<file path="config.mk">
export PLATFORM = sky130hd
export DESIGN_NAME = alu_decode_unit
export DESIGN_NICKNAME = d
export VERILOG_FILES = /design/src/rtl/alu_pkg.sv /design/src/rtl/alu_core.sv /design/src/rtl/alu_decode_unit.sv
export SDC_FILE = /design/constraint.sdc
export NUM_CORES = 1
export LEC_CHECK = 0
export BUFFER_PORTS_ARGS = -buffer_cell sky130_fd_sc_hd__buf_2
export CAP_MARGIN = 20
export CORE_UTILIZATION = 55
export CTS_CLUSTER_DIAMETER = 40
export DETAILED_ROUTE_END_ITERATION = 8
export PLACE_DENSITY = 0.89
export SKIP_LAST_GASP = 1
export SLEW_MARGIN = 10
export SYNTH_ARGS = -nofsm -noshare
export SYNTH_HDL_FRONTEND = slang
export SYNTH_SLANG_ARGS = --single-unit
</file>
<file path="constraint.sdc">
create_clock -name clock -period 3.8 [get_ports clock]
set_input_delay 0.38 -clock clock [delete_from_list [all_inputs] [get_ports clock]]
set_output_delay 0.38 -clock clock [all_outputs]
set_load 0.005 [all_outputs]
</file>
<file path="src/rtl/alu_pkg.sv">
// alu_pkg: shared opcode constants, instruction field positions and a small
// helper for the ALU decode unit.
package alu_pkg;

  // Instruction field bit positions (instr[5:0] carries no information).
  localparam int OPC_HI   = 15;
  localparam int OPC_LO   = 12;
  localparam int ADDR1_HI = 11;
  localparam int ADDR1_LO = 9;
  localparam int ADDR2_HI = 8;
  localparam int ADDR2_LO = 6;

  localparam logic [3:0] OP_ADD  = 4'd0;
  localparam logic [3:0] OP_SUB  = 4'd1;
  localparam logic [3:0] OP_AND  = 4'd2;
  localparam logic [3:0] OP_OR   = 4'd3;
  localparam logic [3:0] OP_XOR  = 4'd4;
  localparam logic [3:0] OP_NOT  = 4'd5;
  localparam logic [3:0] OP_SHL  = 4'd6;
  localparam logic [3:0] OP_SHR  = 4'd7;
  localparam logic [3:0] OP_SAR  = 4'd8;
  localparam logic [3:0] OP_ROL  = 4'd9;
  localparam logic [3:0] OP_ROR  = 4'd10;
  localparam logic [3:0] OP_INC  = 4'd11;
  localparam logic [3:0] OP_DEC  = 4'd12;
  localparam logic [3:0] OP_MOV  = 4'd13;
  localparam logic [3:0] OP_CMP  = 4'd14;
  localparam logic [3:0] OP_SHOW = 4'd15;

  // Every opcode except CMP and SHOW writes its result back to addr1.
  function automatic logic op_writes(input logic [3:0] op);
    return (op != OP_CMP) && (op != OP_SHOW);
  endfunction

endpackage

</file>
<file path="src/rtl/alu_core.sv">
// alu_core: combinational result and next-flag computation.
// Ports:
//   in1, in2 [WIDTH-1:0] : operands A and B
//   alu_op   [3:0]       : operation code
//   res      [WIDTH-1:0] : result
//   cf_nxt, zf_nxt, sf_nxt, of_nxt : flag values to load on the next edge
module alu_core
  import alu_pkg::*;
#(
  parameter int WIDTH = 8
) (
  input  logic [WIDTH-1:0] in1,
  input  logic [WIDTH-1:0] in2,
  input  logic [3:0]       alu_op,
  output logic [WIDTH-1:0] res,
  output logic             cf_nxt,
  output logic             zf_nxt,
  output logic             sf_nxt,
  output logic             of_nxt
);

  // INC/DEC share the adder and subtractor with a constant operand of 1.
  logic        [WIDTH-1:0] opb;
  logic        [WIDTH:0]   sum_u;
  logic        [WIDTH:0]   dif_u;
  logic signed [WIDTH:0]   sum_s;
  logic signed [WIDTH:0]   dif_s;

  assign opb = ((alu_op == OP_INC) || (alu_op == OP_DEC)) ? WIDTH'(1) : in2;

  // Unsigned extension gives carry/borrow in the top bit; sign extension
  // exposes signed overflow as a mismatch between the two top bits.
  assign sum_u = {1'b0, in1} + {1'b0, opb};
  assign dif_u = {1'b0, in1} - {1'b0, opb};
  assign sum_s = $signed({in1[WIDTH-1], in1}) + $signed({opb[WIDTH-1], opb});
  assign dif_s = $signed({in1[WIDTH-1], in1}) - $signed({opb[WIDTH-1], opb});

  always_comb begin
    res    = in1;
    cf_nxt = 1'b0;
    of_nxt = 1'b0;
    case (alu_op)
      OP_ADD, OP_INC: begin
        res    = sum_u[WIDTH-1:0];
        cf_nxt = sum_u[WIDTH];
        of_nxt = sum_s[WIDTH] ^ sum_s[WIDTH-1];
      end
      OP_SUB, OP_CMP, OP_DEC: begin
        res    = dif_u[WIDTH-1:0];
        cf_nxt = dif_u[WIDTH];
        of_nxt = dif_s[WIDTH] ^ dif_s[WIDTH-1];
      end
      OP_AND: res = in1 & in2;
      OP_OR:  res = in1 | in2;
      OP_XOR: res = in1 ^ in2;
      OP_NOT: res = ~in1;
      OP_SHL: begin
        res    = {in1[WIDTH-2:0], 1'b0};
        cf_nxt = in1[WIDTH-1];
      end
      OP_SHR: begin
        res    = {1'b0, in1[WIDTH-1:1]};
        cf_nxt = in1[0];
      end
      OP_SAR: begin
        res    = {in1[WIDTH-1], in1[WIDTH-1:1]};
        cf_nxt = in1[0];
      end
      OP_ROL: begin
        res    = {in1[WIDTH-2:0], in1[WIDTH-1]};
        cf_nxt = in1[WIDTH-1];
      end
      OP_ROR: begin
        res    = {in1[0], in1[WIDTH-1:1]};
        cf_nxt = in1[0];
      end
      OP_MOV:  res = in2;
      default: res = in1;  // SHOW passes operand A through for display
    endcase
  end

  assign zf_nxt = (res == '0);
  assign sf_nxt = res[WIDTH-1];

endmodule

</file>
<file path="src/rtl/alu_decode_unit.sv">
// alu_decode_unit: instruction decode, combinational ALU result and
// registered status flags.
// Ports:
//   clock, reset         : clock; asynchronous active-high reset (flags only)
//   instr [15:0]         : instruction word {op, addr1, addr2, unused[5:0]}
//   in1, in2 [WIDTH-1:0] : operands read from addr1 / addr2
//   alu_op, addr1, addr2 : decoded fields
//   show, write          : display strobe, register write enable
//   res [WIDTH-1:0]      : result, same cycle as instr
//   CF, ZF, SF, OF       : flags of the previous non-SHOW operation
module alu_decode_unit
  import alu_pkg::*;
#(
  parameter int WIDTH = 8
) (
  input  logic             clock,
  input  logic             reset,
  input  logic [15:0]      instr,
  input  logic [WIDTH-1:0] in1,
  input  logic [WIDTH-1:0] in2,
  output logic [3:0]       alu_op,
  output logic [2:0]       addr1,
  output logic [2:0]       addr2,
  output logic             show,
  output logic             write,
  output logic [WIDTH-1:0] res,
  output logic             CF,
  output logic             ZF,
  output logic             SF,
  output logic             OF
);

  logic cf_nxt;
  logic zf_nxt;
  logic sf_nxt;
  logic of_nxt;
  logic unused_instr_bits;

  assign alu_op = instr[OPC_HI:OPC_LO];
  assign addr1  = instr[ADDR1_HI:ADDR1_LO];
  assign addr2  = instr[ADDR2_HI:ADDR2_LO];
  assign show   = (alu_op == OP_SHOW);
  assign write  = op_writes(alu_op);
  assign unused_instr_bits = ^instr[ADDR2_LO-1:0];

  alu_core #(.WIDTH(WIDTH)) u_core (
    .in1    (in1),
    .in2    (in2),
    .alu_op (alu_op),
    .res    (res),
    .cf_nxt (cf_nxt),
    .zf_nxt (zf_nxt),
    .sf_nxt (sf_nxt),
    .of_nxt (of_nxt)
  );

  // ---- stage boundary: flags registered one clock after res ----
  always_ff @(posedge clock or posedge reset) begin
    if (reset) begin
      CF <= 1'b0;
      ZF <= 1'b0;
      SF <= 1'b0;
      OF <= 1'b0;
    end else if (!show) begin
      CF <= cf_nxt;
      ZF <= zf_nxt;
      SF <= sf_nxt;
      OF <= of_nxt;
    end
  end

endmodule

</file>
==> out/summary.txt, run 1 <==
DP Wirelength - 4900 microns
P&R area growth vs syn - 9.55%
Crit path DAT - 3.24 ns
PortBufs - 39
Worst R2R Start - OF
Mapped Cells - 312
Final Net Count - 411
Total GRT Usage - 30.1%
Cell Pwr Density - 192 mW/mm^2
Final cycle utilization of the critical path - 95.2%
Num CTS Buffers - 3
Area contributors post-synth - ha_1 (20%), nand2_1 (6.7%), inv_1 (5.4%)
First-pass GRT wire length - 10,100 microns
FP Rows - 22
GRT busiest layer - met2
Slew @ Worst Pin - 0.631 ns
DR vias - 2,470
Initial antenna violation count - 0
Avg Cell Area, Syn - 6.97 sq um
Yosys top cell area share - 20.1%
Sw Pwr - 0.211 mW
Seq/Total Area, Yosys - 4.60%
Status - finished, final reports clean
Post-synth ARST share - 100%
Slew headroom - 57.6%
Critical path buffers and inverters - 2
Setup CP Type - in -> out
Hold buffers post-CTS - 0
Crit end category - output port
Final setup viols - 0
Synth warn - 0
Crit path max-delay family - compound AO/OA/AOI/OAI gates
Clk root buf - clkbuf_8
Combinational group share of total power - 69.7%
Largest net degree at the start of global routing - 35
Ports - 58
Largest stage delay, worst path - 0.40 ns
Post-synthesis cell type count - 62
Die area - 0.00421 sq mm
Final hold slack - 0.0442 ns
Sw Share - 46.1%
Leak pwr - 1.17 nW
Dominant synthesized flop cell - dfrtp_1
FF-to-FF setup slack - 3.14 ns
Yosys reg bits - 4
DR iter-0 viols - 297
GR Util met3 - 1.23%
Core Area - 0.00372 sq mm
Worst skew pair latency - 0.21 ns
Pre-antenna DRT Iters - 6
Fin. Hold Viols - 0
Fill count - 370
Die Y - 64.9 microns
Req. time, crit path - 3.42 ns
Yosys top cell by area - ha_1
Internal power - 0.246 mW
Layout cells sized above 1 - 18.3%
Gr ovfl total - 0
ANT cells - 0
Worst VDD drop - 0.0822 mV
Worst-path cell chain - buf_2 -> nand2b_1 -> o22ai_1 -> nand2_1 -> nand2_1 -> ha_1 -> fa_1 -> nor2b_1 -> o31ai_2 -> o21bai_1 -> a21oi_1 -> a221o_1 -> nand2_1 -> a22oi_1 -> buf_2
Routability cong. - 0.973
Worst R2R Path Depth - 2
H-tree Lvls - 1
Via count normalized by instance count - 6.40
Pins over their slew limit - 0
Critical path startpoint category - input pin
Fin Setup TNS - 0 ns
Clk buf depth - 2
Final ANT Viol Nets - 0
CTS Sinks - 4
RSZ-0062 raised after global routing - no
Mapped cell area - 0.00217 sq mm
Critical path fanouts, max - 5
Met2 usage - 51.3%
Initial core utilization - 58.5%
Highest clock rate - 0.276 GHz
Seq pwr share - 11.0%
Met1 Track Usage GR - 40.0%
Clk pwr share - 19.3%
Post-synth EDFFs - 0
CTS tree - built
Maxcap violations - 0
Worst Skew - 0 ns
Syn_nets - 383
Drt total wl - 6220 microns
Clk slew on worst S/H paths - 0.03 ns
R2R Path End - OF
Critical path's slowest cell - fa_1
Tmin final - 3.62 ns
HP Class - in -> async
Most used cell, CP - nand2_1
Reg area - 100 sq um
Chip Width - 64.9 microns
Detailed-route wire length per cell - 16.1 microns
Remaining DRCs - 0
Number of global-route vias before repair - 2,212
Multi-input logic area - 0.00180 sq mm
## worst register-to-register path, cell delays in order (launching register included)
cell and delay (ns):
dfrtp_1 0.37, nand2_1 0.06, o211ai_1 0.08
## synthesized netlist by cell type, drive strengths merged (2+ instances only)
master,n
o31ai,3
o21a,3
mux2i,6
nor4,3
o211ai,3
a22oi,6
nor2,17
o21bai,2
o22ai,11
nand3,8
dfrtp,4
nor2b,5
nor3b,2
and2b,2
a221oi,3
clkbuf,2
or2,2
a222oi,2
buf,23
a2bb2oi,3
xnor2,3
ha,35
or4,2
fa,2
o21ai,13
a2111oi,2
nand2,39
xor2,2
a31oi,5
nor3,7
o32ai,5
a21o,3
inv,32
a21oi,23
nand2b,12
## what timing repair did
item / 4_1_cts / 5_1_grt
resized for setup: 0 / 1
endpoints found under the setup margin: 0 / 1
setup buffers: 0 / 0
## layout by cell type, fill, tap and decap left out, types with 4 or more instances in the layout
master / Yosys / layout
o21ai_0: 10 / 10
a21oi_1: 22 / 22
ha_1: 35 / 35
buf_2: 9 / 39
mux2i_1: 6 / 6
dfrtp_1: 4 / 4
nor2_1: 17 / 17
a31oi_1: 5 / 5
inv_1: 31 / 31
nor2b_1: 5 / 5
nor3_1: 6 / 6
o22ai_1: 11 / 11
nand3_1: 8 / 8
a22oi_1: 6 / 6
buf_4: 11 / 9
nand2_1: 39 / 39
nand2b_1: 12 / 12
o32ai_1: 5 / 5
## per-layer routing
layer  part of all wire, %  up-vias  wire length, microns
li1                      -     1174                     -
met1                    42     1129                  2580
met2                    47      155                  2900
met3                    10       12                   635
met4                   1.6        0                    99
met5                     0        -                     0
## flip-flops by register name, indices dropped and copies added, names as in the netlist
register,flops
CF,1
SF,1
OF,1
ZF,1
## worst max path at each step
stage              start      to  slack [ns]  depth (start not counted)
2_1_floorplan  instr[14]  res[6]        0.34                         15
3_3_place_gp   instr[13]  res[6]        0.31                         15
3_5_place_dp   instr[13]  res[6]        0.17                         15
4_1_cts        instr[13]  res[6]        0.15                         15
5_1_grt        instr[13]  res[6]       0.005                         15
6_report       instr[13]  res[6]        0.18                         15
## layout make-up
cell class	instances	area share, %
multi-input cells	251	75.5
repair buffers	48	11.0
inverters	32	5.04
flip-flops and latches	4	4.20
well taps	48	2.52
clock buffers	3	1.73
## through the flow
| stage | instances | power [mW] | setup slack, ns | util (%) | cell area, sq um |
|---|---|---|---|---|---|
| floorplan | 312 | 0.273 | 0.336 | - | 2170 |
| global placement | 383 | 0.349 | 0.310 | 62.9 | 2340 |
| detailed placement | 383 | 0.360 | 0.165 | 62.9 | 2340 |
| CTS | 386 | 0.450 | 0.149 | 64.0 | 2380 |
| global route | 386 | 0.494 | 0.00472 | 64.1 | 2380 |
| finish | 386 | 0.457 | 0.181 | 64.1 | 2380 |
## power by group through the flow
stage | registers [mW] | clock network [mW] | logic (mW)
2_1_floorplan | 0.0512 | 0 | 0.222
3_3_place_gp | 0.0503 | 0 | 0.299
3_5_place_dp | 0.0510 | 0 | 0.309
4_1_cts | 0.0504 | 0.0895 | 0.310
5_1_grt | 0.0508 | 0.0940 | 0.349
6_report | 0.0503 | 0.0882 | 0.318
## cell families after synthesis
logic type	after synthesis	share of synthesized area, %
AND/OR/NAND/NOR	103	23.2
buffers and inverters	57	12.9
flip-flops	4	4.60
AO/OA/AOI/OAI	100	32.5
adder cells (fa/ha/maj)	37	22.0
XOR/XNOR	5	2.01
multiplexers	6	2.76
Power figures use the tool's default switching activity.
==> run 2: changes to the inputs <==
--- a/config.mk
+++ b/config.mk
@@ -7,6 +7,7 @@
 export LEC_CHECK = 0
 export BUFFER_PORTS_ARGS = -buffer_cell sky130_fd_sc_hd__buf_2
 export CAP_MARGIN = 20
+export CORE_MARGIN = 2
 export CORE_UTILIZATION = 55
 export CTS_CLUSTER_DIAMETER = 40
 export DETAILED_ROUTE_END_ITERATION = 8
==> run 2 against run 1 <==
  * Sequential share of layout area hardly changed
  * Non-clock buffer count is 1 higher
  * Setup slack better by 0.029 ns
  * Count of clock-buffer cells in the layout stayed put
  * Die area is 6.3% higher
  * Clock power is 0.6% higher
  * First-iteration DRC count is 2.7% higher
  * Global-route usage is 1.1 points lower
  * Register-to-register slack hardly changed
  * Flip-flop and latch count stayed put
  * Sequential power hardly changed
  * Critical path type unchanged
  * Largest cell class unchanged
  * Highest routed layer unchanged
==> out/summary.txt, run 2 (synthesis results as in run 1) <==
Gr ovfl total - 0
Die Y - 66.9 microns
PortBufs - 39
Crit end category - output port
Highest clock rate - 0.279 GHz
Slew headroom - 56.4%
Ports - 58
RSZ-0062 raised after global routing - no
Core Area - 0.00374 sq mm
Crit path DAT - 3.21 ns
Leak pwr - 1.17 nW
DR vias - 2,432
Drt total wl - 6230 microns
Die area - 0.00447 sq mm
Tot Pwr - 0.459 mW
Setup CP Type - in -> out
Post-layout util - 63.8%
Final ANT Viol Nets - 0
Req. time, crit path - 3.42 ns
Critical path fanouts, max - 5
Initial core utilization - 58.1%
DP Wirelength - 4980 microns
Post-CTS Setup Bufs - 0
Pre-antenna DRT Iters - 5
Worst Skew - 0 ns
Chip Width - 66.9 microns
Final Net Count - 412
Via count normalized by instance count - 6.28
Routability cong. - 0.972
CTS tree - built
CTS Sinks - 4
Final cycle utilization of the critical path - 94.5%
H-tree Lvls - 1
Number of global-route vias before repair - 2,235
First-pass GRT wire length - 10,100 microns
DR iter-0 viols - 305
Clk slew on worst S/H paths - 0.03 ns
Remaining DRCs - 0
ANT cells - 0
Worst R2R Path Depth - 2
Fin. Hold Viols - 0
Pins over their slew limit - 0
Total GRT Usage - 29.1%
Status - finished, final reports clean
FP Rows - 22
Final setup viols - 0
Cell Pwr Density - 192 mW/mm^2
Clk root buf - clkbuf_8
Layout cells sized above 1 - 18.6%
Largest net degree at the start of global routing - 34
Maxcap violations - 0
Worst VDD drop - 0.0799 mV
Tmin final - 3.59 ns
HP Class - in -> async
Worst skew pair latency - 0.22 ns
Clk buf depth - 2
Fin Setup TNS - 0 ns
P&R area growth vs syn - 9.90%
Detailed-route wire length per cell - 16.1 microns
Commonest non-fill, non-tap cells in the layout - nand2_1 (39), buf_2 (39), ha_1 (35), inv_1 (31), a21oi_1 (22)
Initial antenna violation count - 0
Num CTS Buffers - 3
Fill count - 382
Slew @ Worst Pin - 0.650 ns
Critical path startpoint category - input pin
==> run 2: cell count changes in the layout (fill, tap and decap cells not counted), sizes merged <==
| cell | change |
|---|---|
| buf | +1 |
==> run 2: routing by layer <==
| layer | up-vias | global-route usage (%) | share of wire (%) |
|---|---|---|---|
| li1 | 1177 | - | - |
| met1 | 1115 | 35.6 | 40 |
| met2 | 124 | 50.6 | 48 |
| met3 | 16 | 4.39 | 9.6 |
| met4 | 0 | 11.0 | 2.1 |
| met5 | - | 0 | 0 |
==> run 2: worst paths after layout <==
path,from,to,slack [ns]
max in group asynchronous,reset,OF,3.61
setup reg to reg,OF,OF,3.14
hold reg to reg,CF,CF,0.47
setup / recovery,instr[13],res[6],0.21
min in group clock,CF,CF,0.47
hold / removal,reset,CF,0.03
==> run 2: cell type report <==
type                            instances  area (sq um)  share of cell area [%]
Tap cell                               48          60.1                    2.51
Inverter                               32           120                    5.03
Clock buffer                            3          41.3                    1.73
Sequential cell                         4           100                    4.19
Timing Repair Buffer                   49           270                    11.3
Multi-Input combinational cell        251          1800                    75.2
==> run 2: where the power goes <==
part | internal, mW | leakage [nW] | switching, mW
sequential | 0.0478 | 0.0511 | 0.00246
combinational | 0.132 | 1.10 | 0.188
clock | 0.0674 | 0.0216 | 0.0213
==> run 2: stage by stage <==
step / setup slack [ns] / std cells / hold slack (ns) / instance area (sq um)
finish: 0.210 / 387 / 0.0346 / 2390
global route: 0.0453 / 387 / 0.0390 / 2390
CTS: 0.152 / 387 / 0.0322 / 2380
detailed placement: 0.172 / 384 / 0.265 / 2340
global placement: 0.250 / 384 / 0.260 / 2340
floorplan: 0.336 / 312 / 0.146 / 2170
==> run 2: what timing repair did <==
| item | 4_1_cts | 5_1_grt |
|---|---|---|
| resized for setup | 0 | 1 |
| hold buffers | 0 | 0 |
| setup endpoints to repair | 0 | 1 |
==> run 2: critical path, cell delays in order <==
cell and delay, ns:
buf_2 0.12, nand2b_1 0.15, o22ai_1 0.13, nand2_1 0.19, nand2_1 0.20, inv_1 0.10, fa_1 0.42, nor2b_1 0.17
o31ai_2 0.26, o21bai_1 0.09, a21oi_1 0.30, a221o_1 0.22, nand2_1 0.06, a22oi_1 0.23, buf_2 0.16
==> run 3: changes to the inputs <==
--- a/config.mk
+++ b/config.mk
@@ -8,10 +8,10 @@
 export BUFFER_PORTS_ARGS = -buffer_cell sky130_fd_sc_hd__buf_2
 export CAP_MARGIN = 20
 export CORE_MARGIN = 2
-export CORE_UTILIZATION = 55
+export CORE_UTILIZATION = 58
 export CTS_CLUSTER_DIAMETER = 40
 export DETAILED_ROUTE_END_ITERATION = 8
-export PLACE_DENSITY = 0.89
+export PLACE_DENSITY = 0.93
 export SKIP_LAST_GASP = 1
 export SLEW_MARGIN = 10
 export SYNTH_ARGS = -nofsm -noshare
==> constraint.sdc (replaced) <==
create_clock -name clock -period 4.2 [get_ports clock]
set_input_delay 0.42 -clock clock [delete_from_list [all_inputs] [get_ports clock]]
set_output_delay 0.42 -clock clock [all_outputs]
set_load 0.005 [all_outputs]
==> run 3 against run 2 <==
  * Flip-flop and latch count unchanged
  * Clock power decreased by 4.3%
  * Combinational power shrank 11%
  * Non-clock buffer count shrank 3
  * Setup slack better by 0.27 ns
  * Global-route usage grew 1.5 points
  * Register-to-register slack gained 0.42 ns
  * Design area shrank 1.2%
  * Sequential share of layout area barely moved
  * Via count is 1.1% higher
  * Final cell count is 0.78% lower
  * Routed wire length fell by 2.0%
==> out/summary.txt, run 3 (synthesis results as in run 1) <==
Status - finished, final reports clean
DR vias - 2,458
Largest net degree at the start of global routing - 34
Detailed-route wire length per cell - 15.9 microns
Final cycle utilization of the critical path - 88.5%
Critical path fanouts, max - 12
Worst skew pair latency - 0.22 ns
Hold buffers post-CTS - 0
HP Class - in -> async
Slew headroom - 57.0%
PortBufs - 39
Clk pwr share - 20.5%
Drt total wl - 6110 microns
P&R area growth vs syn - 8.63%
Final ANT Viol Nets - 0
Initial core utilization - 59.8%
Chip Width - 65.2 microns
Final Net Count - 409
Setup WS pre-CTS - 0.527 ns
Sw Share - 46.6%
Post-CTS Setup Bufs - 0
DR iter-0 viols - 245
Core Area - 0.00363 sq mm
CTS Sinks - 4
H-tree Lvls - 1
Internal power - 0.222 mW
Leak pwr - 1.16 nW
Layout cells sized above 1 - 17.6%
Sw Pwr - 0.193 mW
Remaining DRCs - 0
Die Y - 65.2 microns
Combinational group share of total power - 68.6%
Pre-antenna DRT Iters - 6
Crit end category - output port
Final setup viols - 0
Highest clock rate - 0.269 GHz
Initial antenna violation count - 0
Crit path DAT - 3.30 ns
DP Wirelength - 4790 microns
Routability cong. - 0.959
CTS tree - built
Post-CTS sizing - 0
Cell Pwr Density - 176 mW/mm^2
Via count normalized by instance count - 6.40
Req. time, crit path - 3.78 ns
FP Rows - 22
Clk slew on worst S/H paths - 0.03 ns
Clk root buf - clkbuf_8
Clk buf depth - 2
Total GRT Usage - 30.6%
Slew @ Worst Pin - 0.641 ns
Fin. Hold Viols - 0
Critical path startpoint category - input pin
Pins over their slew limit - 0
Worst Skew - 0 ns
Seq pwr share - 11.0%
Die area - 0.00425 sq mm
Num CTS Buffers - 3
Fin Setup TNS - 0 ns
First-pass GRT wire length - 10,400 microns
Tmin final - 3.72 ns
Commonest non-fill, non-tap cells in the layout - nand2_1 (39), buf_2 (39), ha_1 (35), inv_1 (31), a21oi_1 (22)
Gr ovfl total - 0
Ports - 58
Setup CP Type - in -> out
Min setup slack post-route - 0.485 ns
RSZ-0062 raised after global routing - no
Number of global-route vias before repair - 2,243
ANT cells - 0
Worst VDD drop - 0.0650 mV
Maxcap violations - 0
## run 3: critical path, stage by stage
cell	delay (ns)
buf_2	0.21
nand2_1	0.11
o22ai_1	0.15
nand2_1	0.12
nand2_1	0.15
inv_1	0.09
fa_1	0.42
nor2b_1	0.17
o31ai_1	0.39
o21bai_1	0.11
a21oi_1	0.28
a221o_1	0.20
nand2_1	0.06
a22oi_1	0.23
buf_2	0.16
## run 3: cell type report
cell class              instances  area (sq um)
clock buffers                   3          41.3
fillers                       346          1270
inverters                      32           120
multi-input cells             251          1790
flip-flops and latches          4           100
well taps                      48          60.1
repair buffers                 46           248
## run 3: power by group through the flow
stage | logic [mW] | registers (mW) | clock network [mW]
after detailed placement | 0.278 | 0.0461 | 0
after global routing | 0.316 | 0.0460 | 0.0876
after global placement | 0.270 | 0.0455 | 0
after floorplan | 0.201 | 0.0463 | 0
after CTS | 0.279 | 0.0457 | 0.0854
final | 0.285 | 0.0455 | 0.0849
## run 3: metal layers
metal	track usage, %	part of all wire, %	vias to the layer above
met4	11.5	2.3	0
met5	0	0	-
met1	40.8	42	1143
li1	-	-	1169
met2	51.8	48	126
met3	1.71	8.2	20
## run 3: per-stage QoR
stage / hold WS [ns] / util, % / area (sq um) / power, mW / instances
final: 0.0642 / 65.0 / 2360 / 0.415 / 384
after global routing: 0.0785 / 65.0 / 2360 / 0.449 / 384
after CTS: 0.0694 / 65.0 / 2360 / 0.410 / 384
after detailed placement: 0.304 / 63.9 / 2320 / 0.325 / 381
after global placement: 0.299 / 63.9 / 2320 / 0.315 / 381
after floorplan: 0.186 / - / 2170 / 0.247 / 312
## run 3: final timing paths
path	start	to	slack [ns]	cells past startpoint
setup / recovery	instr[12]	res[6]	0.48	15
hold / removal	reset	OF	0.06	2
setup reg to reg	CF	CF	3.56	2
hold reg to reg	ZF	ZF	0.47	2
max in group asynchronous	reset	CF	3.99	2
min in group clock	ZF	ZF	0.47	2
